$ cat config.mk
export PLATFORM = sky130hd
export DESIGN_NAME = csr_file
export DESIGN_NICKNAME = d
export VERILOG_FILES = /design/src/rtl/csr_file.sv
export SDC_FILE = /design/constraint.sdc
export NUM_CORES = 1
export LEC_CHECK = 0
export ABC_CLOCK_PERIOD_IN_PS = 2400
export CORE_MARGIN = 5
export CORE_UTILIZATION = 35
export CTS_CLUSTER_DIAMETER = 200
export DETAILED_ROUTE_END_ITERATION = 8
export PLACE_DENSITY_LB_ADDON = 0.08
export SYNTH_ARGS = -nofsm -noshare
export SYNTH_HDL_FRONTEND = slang
export SYNTH_SLANG_ARGS = --single-unit
$ cat constraint.sdc
create_clock -name clk -period 2.4 [get_ports clk]
set_input_delay 0.24 -clock clk [delete_from_list [all_inputs] [get_ports clk]]
set_output_delay 0.24 -clock clk [all_outputs]
set_load 0.05 [all_outputs]
$ cat src/rtl/csr_file.sv
// -----------------------------------------------------------------------------
// csr_file
//
// Machine-mode control and status register file for the RV32IMAC core.
// Serves Zicsr RW/RS/RC accesses from the execute stage with a combinational
// read path, records trap entry and mret state, keeps free-running cycle and
// retired-instruction counters, samples the interrupt lines into mip and
// raises a registered interrupt request towards the trap controller.
//
// Ports:
//   clk, rst                 clock and asynchronous active-low reset
//   csr_en, csr_op           access valid / operation (01 RW, 10 RS, 11 RC)
//   csr_addr, csr_wdata      CSR address and rs1/uimm operand
//   csr_wr_suppress          access is read-only (x0 / uimm=0 on RS/RC)
//   csr_rdata, csr_illegal   old CSR value and illegal-access flag (comb.)
//   instret_inc              one instruction retired this cycle
//   trap_valid, trap_pc,
//   trap_cause, trap_tval    trap entry request and its information
//   mret                     mret retires this cycle
//   irq_sw/timer/ext         raw interrupt lines
//   mtvec_o, mepc_o          current mtvec / mepc values
//   irq_pending              registered interrupt request
// -----------------------------------------------------------------------------
module csr_file #(
    parameter logic [31:0] HART_ID     = 32'h0000_0000,
    parameter logic [31:0] MTVEC_RESET = 32'h0000_0000,
    parameter int          CNT_WIDTH   = 64,
    parameter logic [31:0] MISA_VALUE  = 32'h4000_1105
) (
    input  logic        clk,
    input  logic        rst,
    input  logic        csr_en,
    input  logic [1:0]  csr_op,
    input  logic [11:0] csr_addr,
    input  logic [31:0] csr_wdata,
    input  logic        csr_wr_suppress,
    output logic [31:0] csr_rdata,
    output logic        csr_illegal,
    input  logic        instret_inc,
    input  logic        trap_valid,
    input  logic [31:0] trap_pc,
    input  logic [31:0] trap_cause,
    input  logic [31:0] trap_tval,
    input  logic        mret,
    input  logic        irq_sw,
    input  logic        irq_timer,
    input  logic        irq_ext,
    output logic [31:0] mtvec_o,
    output logic [31:0] mepc_o,
    output logic        irq_pending
);

    localparam logic [11:0] ADDR_MSTATUS   = 12'h300;
    localparam logic [11:0] ADDR_MISA      = 12'h301;
    localparam logic [11:0] ADDR_MIE       = 12'h304;
    localparam logic [11:0] ADDR_MTVEC     = 12'h305;
    localparam logic [11:0] ADDR_MSCRATCH  = 12'h340;
    localparam logic [11:0] ADDR_MEPC      = 12'h341;
    localparam logic [11:0] ADDR_MCAUSE    = 12'h342;
    localparam logic [11:0] ADDR_MTVAL     = 12'h343;
    localparam logic [11:0] ADDR_MIP       = 12'h344;
    localparam logic [11:0] ADDR_MCYCLE    = 12'hB00;
    localparam logic [11:0] ADDR_MINSTRET  = 12'hB02;
    localparam logic [11:0] ADDR_MCYCLEH   = 12'hB80;
    localparam logic [11:0] ADDR_MINSTRETH = 12'hB82;
    localparam logic [11:0] ADDR_CYCLE     = 12'hC00;
    localparam logic [11:0] ADDR_INSTRET   = 12'hC02;
    localparam logic [11:0] ADDR_CYCLEH    = 12'hC80;
    localparam logic [11:0] ADDR_INSTRETH  = 12'hC82;
    localparam logic [11:0] ADDR_MHARTID   = 12'hF14;

    // Per-register write masks; only these bits ever hold state.
    localparam logic [31:0] MSTATUS_MASK = 32'h0000_0088;
    localparam logic [31:0] MIE_MASK     = 32'h0000_0888;
    localparam logic [31:0] MTVEC_MASK   = 32'hFFFF_FFFC;
    localparam logic [31:0] MEPC_MASK    = 32'hFFFF_FFFE;
    // MPP is hard-wired to machine mode and is merged in on read.
    localparam logic [31:0] MSTATUS_MPP  = 32'h0000_1800;

    localparam int MIE_BIT  = 3;
    localparam int MPIE_BIT = 7;

    logic [31:0]          mstatus_q;
    logic [31:0]          mie_q;
    logic [31:0]          mtvec_q;
    logic [31:0]          mscratch_q;
    logic [31:0]          mepc_q;
    logic [31:0]          mcause_q;
    logic [31:0]          mtval_q;
    logic [31:0]          mip_q;
    logic [CNT_WIDTH-1:0] cycle_q;
    logic [CNT_WIDTH-1:0] instret_q;

    logic [63:0] cycle_ext;
    logic [63:0] instret_ext;
    logic [63:0] cycle_next;
    logic [63:0] instret_next;
    logic [31:0] read_val;
    logic        addr_hit;
    logic [31:0] write_val;
    logic        wr_en;

    // Counters are viewed as 64 bits; bits at and above CNT_WIDTH read as 0.
    assign cycle_ext   = 64'(cycle_q);
    assign instret_ext = 64'(instret_q);

    // Address decode and read mux. Unimplemented addresses clear addr_hit.
    always_comb begin
        read_val = 32'h0;
        addr_hit = 1'b1;
        case (csr_addr)
            ADDR_MSTATUS:   read_val = mstatus_q | MSTATUS_MPP;
            ADDR_MISA:      read_val = MISA_VALUE;
            ADDR_MIE:       read_val = mie_q;
            ADDR_MTVEC:     read_val = mtvec_q;
            ADDR_MSCRATCH:  read_val = mscratch_q;
            ADDR_MEPC:      read_val = mepc_q;
            ADDR_MCAUSE:    read_val = mcause_q;
            ADDR_MTVAL:     read_val = mtval_q;
            ADDR_MIP:       read_val = mip_q;
            ADDR_MCYCLE,
            ADDR_CYCLE:     read_val = cycle_ext[31:0];
            ADDR_MCYCLEH,
            ADDR_CYCLEH:    read_val = cycle_ext[63:32];
            ADDR_MINSTRET,
            ADDR_INSTRET:   read_val = instret_ext[31:0];
            ADDR_MINSTRETH,
            ADDR_INSTRETH:  read_val = instret_ext[63:32];
            ADDR_MHARTID:   read_val = HART_ID;
            default:        addr_hit = 1'b0;
        endcase
    end

    // Address space 11xx is read-only, so only a suppressed access is legal.
    assign csr_illegal = csr_en & (~addr_hit
                                   | (csr_op == 2'b00)
                                   | ((csr_addr[11:10] == 2'b11) & ~csr_wr_suppress));

    assign csr_rdata = csr_illegal ? 32'h0 : read_val;

    // Unmasked new value; the per-register mask is applied at the write.
    always_comb begin
        write_val = csr_wdata;
        case (csr_op)
            2'b10:   write_val = read_val | csr_wdata;
            2'b11:   write_val = read_val & ~csr_wdata;
            default: write_val = csr_wdata;
        endcase
    end

    // Traps and mret take the cycle; a CSR write alongside them is dropped.
    assign wr_en = csr_en & ~csr_illegal & ~csr_wr_suppress & ~trap_valid & ~mret;

    // Counter next values: an explicit write to one half replaces that half
    // and holds the other, suppressing the increment for that cycle.
    always_comb begin
        cycle_next   = cycle_ext + 64'd1;
        instret_next = instret_ext + {63'd0, instret_inc};
        if (wr_en && csr_addr == ADDR_MCYCLE) begin
            cycle_next = {cycle_ext[63:32], write_val};
        end else if (wr_en && csr_addr == ADDR_MCYCLEH) begin
            cycle_next = {write_val, cycle_ext[31:0]};
        end
        if (wr_en && csr_addr == ADDR_MINSTRET) begin
            instret_next = {instret_ext[63:32], write_val};
        end else if (wr_en && csr_addr == ADDR_MINSTRETH) begin
            instret_next = {write_val, instret_ext[31:0]};
        end
    end

    // State update. irq_pending uses the pre-update mstatus/mip/mie so an
    // irq edge takes one cycle into mip and a second into irq_pending.
    always_ff @(posedge clk or negedge rst) begin
        if (!rst) begin
            mstatus_q   <= 32'h0;
            mie_q       <= 32'h0;
            mtvec_q     <= MTVEC_RESET & MTVEC_MASK;
            mscratch_q  <= 32'h0;
            mepc_q      <= 32'h0;
            mcause_q    <= 32'h0;
            mtval_q     <= 32'h0;
            mip_q       <= 32'h0;
            cycle_q     <= '0;
            instret_q   <= '0;
            irq_pending <= 1'b0;
        end else begin
            mip_q       <= {20'h0, irq_ext, 3'b000, irq_timer, 3'b000, irq_sw, 3'b000};
            irq_pending <= mstatus_q[MIE_BIT] & |(mip_q & mie_q);
            cycle_q     <= cycle_next[CNT_WIDTH-1:0];
            instret_q   <= instret_next[CNT_WIDTH-1:0];
            if (trap_valid) begin
                mepc_q    <= trap_pc & MEPC_MASK;
                mcause_q  <= trap_cause;
                mtval_q   <= trap_tval;
                mstatus_q <= {24'h0, mstatus_q[MIE_BIT], 7'h0};
            end else if (mret) begin
                mstatus_q <= {24'h0, 1'b1, 3'b000, mstatus_q[MPIE_BIT], 3'b000};
            end else if (wr_en) begin
                case (csr_addr)
                    ADDR_MSTATUS:  mstatus_q  <= write_val & MSTATUS_MASK;
                    ADDR_MIE:      mie_q      <= write_val & MIE_MASK;
                    ADDR_MTVEC:    mtvec_q    <= write_val & MTVEC_MASK;
                    ADDR_MSCRATCH: mscratch_q <= write_val;
                    ADDR_MEPC:     mepc_q     <= write_val & MEPC_MASK;
                    ADDR_MCAUSE:   mcause_q   <= write_val;
                    ADDR_MTVAL:    mtval_q    <= write_val;
                    default:       ;
                endcase
            end
        end
    end

    assign mtvec_o = mtvec_q;
    assign mepc_o  = mepc_q;

endmodule

=== Word level (Yosys, flattened, before mapping) ===
Cells that the tools add are included.

* Add/sub/neg operators: 2
* $mul: 0
* Div/mod/pow operators: 0
* Order comparisons: 0
* Eq/ne operators: 24
* Shifts and indexed selects: 0
* Multiplexer cells: 24
* Bitwise operators: 18
* Reductions and logical operators: 24

{| class="wikitable"
|+ Operators by type and width
! cell !! count
|-
| $mux 32 || 19
|-
| $pmux 32 s13 || 1
|-
| $mux 64 || 2
|-
| $eq 12x10->1 const B || 9
|-
| $eq 12x12->1 const B || 9
|-
| $add 64x1->64 || 1
|-
| $add 64x1->64 const B || 1
|-
| $pmux 32 s2 || 1
|-
| $and 32x32->32 || 1
|-
| $not 32->32 || 1
|-
| $or 32x32->32 || 1
|-
| $reduce_or 32->1 || 1
|-
| $reduce_or 18->1 || 1
|-
| $and 12x12->12 || 1
|-
| $reduce_and 4->1 || 3
|-
| $reduce_and 3->1 || 3
|-
| $reduce_bool 2->1 || 4
|-
| $reduce_or 2->1 || 4
|-
| $and 1x1->1 || 7
|-
| $eq 2x2->1 const B || 3
|-
| $ne 2x2->1 const B || 3
|-
| $reduce_bool 3->1 || 2
|-
| $not 1->1 || 5
|-
| $logic_and 1x1->1 || 4
|-
| other kinds (4) || 5
|}

* Register bits after elaboration: 325
* Bits in latches: 0
* RAM bits: 0
* Bits in read-only memories: 0
* Bits of input ports: 152
* Memories kept: 0

=== Depth between registers and ports, before layout ===
Gate-level depths: netlist (run 1).

* Word-level depth: 15
* Depth in mapped cells: 10

=== Worst setup path before layout (run 1) ===
No wires, ideal clock.

* Path kind: input -> output
* Start: in csr_addr[3]
* End: out csr_rdata[22]
* Data arrival time: 3.008 ns
* Slack: -0.848 ns
* Stages on the path: 9
* Buffers on the path: 3
* Cells stage by stage: clkbuf_1 > buf_2 > or4b_1 > nor4_1 > a2111oi_0 > o21ai_1 > inv_2 > buf_2 > a31oi_1

* Cells in the longest elaborated chain, start to end: 8

{| class="wikitable"
|+ RTL lines
! what !! line !! text
|-
| start: declaration || 34 || <nowiki>input logic [11:0] csr_addr,</nowiki>
|-
| $eq 12x12->1 or $eq 12x10->1 (tied branches) || 111 || <nowiki>case (csr_addr)</nowiki>
|-
| $reduce_or 18->1 (no source line) || n/a ||
|-
| $mux 1 || 111 ||
|-
| $not 1->1 || 135 || <nowiki>assign csr_illegal = csr_en & (~addr_hit</nowiki>
|-
| $or 1x1->1 || 136 || <nowiki>| (csr_op == 2'b00)</nowiki>
|-
| $or 1x1->1 || 137 || <nowiki>| ((csr_addr[11:10] == 2'b11) & ~csr_wr_suppress));</nowiki>
|-
| $and 1x1->1 || 135 ||
|-
| $mux 32 (*) || 139 || <nowiki>assign csr_rdata = csr_illegal ? 32'h0 : read_val;</nowiki>
|-
| end: declaration || 37 || <nowiki>output logic [31:0] csr_rdata,</nowiki>
|}

Mark *: on every way between the ends. The rest lies on a longest branch, timed or not.

=== Final worst setup path (run 1) ===
* Start: in csr_addr[6]
* End: out csr_rdata[3]

Same word-level chain as after synthesis.

==> impl_metrics.json, run 1 <==
{
  "status": "complete, but fails checks",
  "failed_checks": "negative setup slack",
  "syn_inst": 2114,
  "die-area_sq_um": 57100,
  "numClockSinks": 294,
  "chipHeight_um": 239,
  "power.density_nw_per_um2": 471,
  "antenna_found_initial": 0,
  "layout-drive-gt1-share_pct": 34.1,
  "worst_slack_ps": -327,
  "path_clk_slew_ps": 50,
  "finalSetupTns_ps": -8540,
  "synth-compound-area-share_pct": 28.1,
  "drt-pass1-iter-count": 8,
  "synth-adder-area-share_pct": 0.205,
  "crit_fanout": 14,
  "drc_errors": 0,
  "grt_overflow_total": 0,
  "synth.cell_area_sq_um": 18400,
  "reg2reg_to": "instret_ext[53]",
  "initial_core_util_pct": 35.1,
  "num_vias": 22680,
  "maxCapViolCount": 0,
  "hold_viol": 0,
  "clock_skew_ps": 28.3,
  "worst_pin_slew_ps": 1040,
  "cts-buffers-inserted": 40,
  "drt_iter0_markers": 2474,
  "yosysUniqueCellTypes": 85,
  "synthFlopType": "dfrtp_1",
  "startpoint_type": "primary input",
  "portBuffers": 245,
  "avgRoutedWirePerCell_um": 29.9,
  "reg2reg_from": "instret_ext[0]",
  "grt_pass1_wl_um": 155000,
  "reg2reg_depth": 7,
  "grt_pass1_vias": 21942,
  "fp.coreArea_sq_um": 52200,
  "criticalPathCategory": "primary input to output pin",
  "seqPwrFrac_pct": 38.6,
  "clkPwrFrac_pct": 41.9,
  "synth-edff-count": 0,
  "comb_power_share_pct": 19.5,
  "crit_arrival_ps": 2490,
  "final_common_cell": "buf_4",
  "cts_tree": "built",
  "post-dp-hpwl_um": 81600,
  "p_int_mw": 9.82,
  "wirelength_um": 108000,
  "ys_ff_latch": 294,
  "cp.required_ps": 2160,
  "area_growth_pct": 63.4,
  "ys_warn_count": 0,
  "crit_path_start": "csr_addr[6]",
  "synth-xor-area-share_pct": 0.191,
  "post_dp_cell_area_sq_um": 26900,
  "hp-class": "primary input to flop",
  "switching_share_pct": 30.5,
  "grt_max_degree": 87,
  "critPathCaptureType": "output pin",
  "period_share_pct": 114,
  "htree_levels": 2,
  "maxSlewHeadroom_pct": 30.4,
  "cts.path.max_buffers": 3,
  "holdWs_ps": 127,
  "ant_nets": 0,
  "io_pins": 250,
  "reg2reg_setup_slack_ps": -20,
  "synthArstFlopShare_pct": 100,
  "maxSlewViolCount": 0,
  "muxShareOfSynthArea_pct": 4.12,
  "synth_top_family_by_area": "compound AO/OA/AOI/OAI gates",
  "synth-simple-area-share_pct": 22.3,
  "vdd_drop_max_mv": 0.527,
  "design_area_sq_um": 30000,
  "globalplace.congestion": 1.01,
  "fp-row-count": 84,
  "die_w_um": 239,
  "post-place-ws_ps": -1220,
  "layout_common_cells": "589 x buf_4, 292 x dfrtp_1, 211 x o21ai_0, 198 x clkdlybuf4s50_1, 182 x nand2_1",
  "fin_nets": 3061,
  "max_freq_mhz": 367,
  "clock_latency_ps": 590,
  "p_leak_nw": 12.9,
  "utilization_pct": 57.4,
  "track_usage_pct": 36.5,
  "syn_area_per_cell_sq_um": 8.68,
  "setup-violations-final": 35,
  "via_per_inst": 6.26,
  "cts-root-buf": "clkbuf_16",
  "endpoint": "csr_rdata[3]",
  "rsz0062_at_grt": "true",
  "yosysSeqAreaShare_pct": 40.1,
  "min_period_ps": 2730,
  "p_switching_mw": 4.32
}
-- power groups by stage --
stage          sequential [mW]  combinational, mW  clock [mW]
6_report                  5.46               2.75        5.92
5_1_grt                   5.48               2.88        6.17
4_1_cts                   5.45               2.66        5.99
3_5_place_dp              5.53               2.52           0
3_3_place_gp              5.52               2.50           0
2_1_floorplan             5.63              0.822           0
-- synthesized netlist by cell type, types with 8 or more instances --
cell type	count	area share (%)
nor2_1	86	1.8
inv_1	30	0.61
a31oi_1	45	1.5
a222oi_1	17	0.93
nand2_1	190	3.9
o2111ai_1	10	0.48
or3_1	31	1.1
buf_2	43	1.2
a21oi_1	152	4.1
clkbuf_1	138	2.8
o22ai_1	22	0.75
dfrtp_1	294	40
a221o_1	26	1.4
and2_1	25	0.85
buf_1	8	0.16
or4_1	11	0.45
mux2_2	28	1.7
nand2b_1	15	0.51
o21ai_0	218	5.9
a22oi_1	54	2.2
mux2i_1	35	1.9
o211a_1	8	0.44
and4_1	17	0.81
a21o_1	11	0.45
nand3_1	68	1.9
o221ai_1	41	2.0
nand4_1	59	2.0
o211ai_1	48	2.0
a211oi_1	8	0.33
a41oi_1	20	0.95
nor3_1	32	0.87
o21ai_1	14	0.38
a22o_1	11	0.52
and3_1	124	4.2
nor4_1	24	0.82
-- layer usage --
layer / vias to the layer above / track usage, % / wire length, um
met3: 262 / 6.20 / 9160
met1: 11324 / 50.5 / 45100
met2: 1277 / 56.5 / 48400
met4: 0 / 16.0 / 5640
li1: 9817 / - / -
met5: - / 0 / 0
-- metrics by stage --
| stage | std cells | power [mW] |
|---|---|---|
| 2_1_floorplan | 2116 | 6.45 |
| 3_3_place_gp | 3454 | 8.02 |
| 3_5_place_dp | 3454 | 8.05 |
| 4_1_cts | 3588 | 14.1 |
| 5_1_grt | 3622 | 14.5 |
| 6_report | 3624 | 14.1 |
-- layout make-up --
type                       count  area (sq um)
clock inverter                12           151
antenna                        2          5.00
tap                          688           861
fill                        4720         22300
timing repair buffer         940          9000
timing repair inverter         2          27.5
clock buffer                  58          1130
sequential                   294          7360
multi-input combinational   1597         11300
inverter                      31           143
-- cells by family (layout without fill, tap and decap cells) --
logic type,after synthesis,count (layout)
compound gates,774,774
xor+xnor,4,4
fa+ha+maj,3,3
buf+inv,225,1043
flops,294,294
mux,67,67
other cells,1,5
simple gates,746,746
-- worst min-delay path by stage --
stage                     depth (start not counted)      start  slack, ps      endpoint
after floorplan                                   0        rst        -60  cycle_ext[0]
after global placement                            1        rst        250  cycle_ext[8]
after detailed placement                          1        rst        260  cycle_ext[3]
after CTS                                         1     irq_sw        110      mip_q[3]
after global routing                              1  irq_timer        130      mip_q[7]
final                                             1  irq_timer        130      mip_q[7]
-- flip-flops by register name, indices dropped and copies added, names as in the netlist --
register and flops:
irq_pending 1, mscratch_q 32, mcause_q 32, mip_q 3, instret_ext 64, mstatus_q 2, mie_q 3, mepc_o 31
cycle_ext 64, mtval_q 32, mtvec_o 30
-- worst max-delay path: stages --
cell       delay, ps
buf_8            100
buf_6            120
buf_4            140
buf_4            200
a21o_1           230
a221oi_4         350
a2111oi_4        140
o21ai_4          200
buf_6            130
buf_6            110
clkinv_8         100
a41oi_4          240
buf_12           170
-- repair_timing --
action                                  in CTS  in global routing
pin swaps                                   42                 45
buffers inserted                            59                 35
endpoints found under the setup margin     309                101
hold endpoints to repair                    51                  0
hold buffers                                 1                  0
gates resized for setup                    162                 89
gates cloned                                 5                  1
No activity file was read; power rests on OpenSTA's default activity.
==> inputs of run 2 (changes only) <==
--- a/config.mk
+++ b/config.mk
@@ -6,7 +6,7 @@
 export NUM_CORES = 1
 export LEC_CHECK = 0
 export ABC_CLOCK_PERIOD_IN_PS = 2400
-export CORE_MARGIN = 5
+export CORE_MARGIN = 8
 export CORE_UTILIZATION = 35
 export CTS_CLUSTER_DIAMETER = 200
 export DETAILED_ROUTE_END_ITERATION = 8
==> run 2 against run 1 <==
  * The run still ends with negative setup slack left
  * Via count fell by 0.45%
  * Final cell count barely moved
  * Fmax fell by 2.0%
  * Total power rose by 0.75%
  * Setup slack got worse by 55 ps
  * Sequential power barely moved
  * Critical path depth fell by 2
  * Non-clock buffer count rose by 1
  * Critical path type unchanged
  * Largest power group unchanged
==> impl_metrics.json, run 2 (synthesized netlist as in run 1, its figures left out) <==
{
  "drt_iter0_markers": 2567,
  "layout-drive-gt1-share_pct": 34.8,
  "maxSlewHeadroom_pct": 30.2,
  "critPathCaptureType": "output pin",
  "switching_share_pct": 30.0,
  "globalplace.congestion": 0.966,
  "hold_viol": 0,
  "portBuffers": 245,
  "hold_depth": 2,
  "startpoint_type": "primary input",
  "finalSetupTns_ps": -9770,
  "io_pins": 250,
  "worst_pin_slew_ps": 1050,
  "die_w_um": 245,
  "path_clk_slew_ps": 60,
  "drt-pass1-iter-count": 8,
  "status": "complete, but fails checks",
  "cts.path.max_buffers": 3,
  "drc_errors": 0,
  "criticalPathCategory": "primary input to output pin",
  "maxSlewViolCount": 0,
  "failed_checks": "negative setup slack",
  "min_period_ps": 2780,
  "p_int_mw": 9.97,
  "setup-violations-final": 42,
  "seqPwrFrac_pct": 38.2,
  "fp.coreArea_sq_um": 52200,
  "die-area_sq_um": 60000,
  "clock_latency_ps": 590,
  "avgRoutedWirePerCell_um": 30.1,
  "fin_nets": 3060,
  "holdWs_ps": 117,
  "fp-row-count": 84,
  "cts_tree": "built",
  "clkPwrFrac_pct": 42.2,
  "maxCapViolCount": 0,
  "cts-buffers-inserted": 39,
  "grt.met2_usage_pct": 54.0,
  "crit_fanout": 8,
  "comb_power_share_pct": 19.6,
  "hp-class": "primary input to flop",
  "worst_slack_ps": -382,
  "track_usage_pct": 34.9,
  "area_growth_pct": 63.8,
  "initial_core_util_pct": 35.1,
  "clock_skew_ps": 30.8,
  "met1_usage_pct": 47.2,
  "p_leak_nw": 12.9,
  "htree_levels": 2,
  "busiest_layer": "met2",
  "cts-root-buf": "clkbuf_16",
  "cp.required_ps": 2160,
  "grt_pass1_wl_um": 156000,
  "via_per_inst": 6.23,
  "reg2reg_depth": 10,
  "chipHeight_um": 245,
  "antenna_found_initial": 1,
  "final_common_cell": "buf_4",
  "layout_common_cells": "584 x buf_4, 292 x dfrtp_1, 199 x o21ai_0, 198 x clkdlybuf4s50_1, 185 x nand2_1",
  "period_share_pct": 116,
  "grt_overflow_total": 0,
  "power.density_nw_per_um2": 474,
  "p_switching_mw": 4.27,
  "grt_max_degree": 84,
  "max_freq_mhz": 359,
  "met3_usage_pct": 6.03,
  "grt_pass1_vias": 21764,
  "wirelength_um": 109000,
  "ant_nets": 0,
  "post-dp-hpwl_um": 84400,
  "numClockSinks": 294,
  "rsz0062_at_grt": "true",
  "num_vias": 22579,
  "vdd_drop_max_mv": 0.441,
  "crit_arrival_ps": 2540
}
-- run 2: final timing paths --
| kind | from | end | slack, ps |
|---|---|---|---|
| max in group asynchronous | rst | mscratch_q[15] | 1490 |
| worst min-delay path | trap_valid | mtval_q[10] | 120 |
| worst max-delay path | csr_addr[7] | csr_rdata[26] | -380 |
| worst min register to register | mscratch_q[16] | mscratch_q[16] | 480 |
| min in group asynchronous | rst | instret_ext[44] | 130 |
| worst max register to register | instret_ext[0] | instret_ext[41] | -90 |
-- run 2: stage by stage --
stage          instances  utilization (%)  total power [mW]  area [sq um]  worst slack (ps)
2_1_floorplan       2116                -              6.45         18900              -218
3_3_place_gp        3474             51.8              8.04         27100             -1100
6_report            3622             57.5              14.2         30100              -382
4_1_cts             3603             56.3              14.2         29400              -320
3_5_place_dp        3474             51.8              8.05         27100             -1190
5_1_grt             3621             57.5              14.6         30100              -418
-- run 2: what timing repair did --
item                                   CTS  global route
pin swaps                               49            64
setup endpoints to repair              287           111
hold buffers                             1             0
endpoints found under the hold margin  294             0
setup buffers                           58            23
gates cloned                             3             0
resized for setup                      165           127
-- run 2: layout make-up --
| cell class | instances | area, sq um |
|---|---|---|
| clock buffers | 51 | 1080 |
| multi-input cells | 1597 | 11400 |
| diodes | 1 | 2.50 |
| fillers | 4671 | 22200 |
| inverters | 31 | 143 |
| clock inverters | 18 | 200 |
| flip-flops and latches | 294 | 7360 |
| repair buffers | 941 | 8990 |
| repair inverters | 1 | 30.0 |
| well taps | 688 | 861 |
-- run 2: routing by layer --
layer	routed length (um)	part of all wire [%]	vias up
li1	-	-	9826
met1	45700	42	11288
met2	48900	45	1208
met3	8860	8.1	257
met4	5720	5.2	0
met5	0	0	-
-- run 2: power by group through the flow --
stage | Sequential [mW] | Combinational [mW] | Clock, mW
floorplan | 5.63 | 0.822 | 0
global placement | 5.50 | 2.53 | 0
detailed placement | 5.51 | 2.54 | 0
CTS | 5.43 | 2.70 | 6.07
global route | 5.46 | 2.91 | 6.25
finish | 5.44 | 2.79 | 6.01
-- run 2: critical path: stages --
cell and delay, ps:
buf_8 100, buf_12 120, or4b_4 550, nor4_4 340, a2111oi_4 120, o21ai_4 240
buf_6 140, buf_8 130, clkinv_16 110, a31oi_4 250, buf_12 180
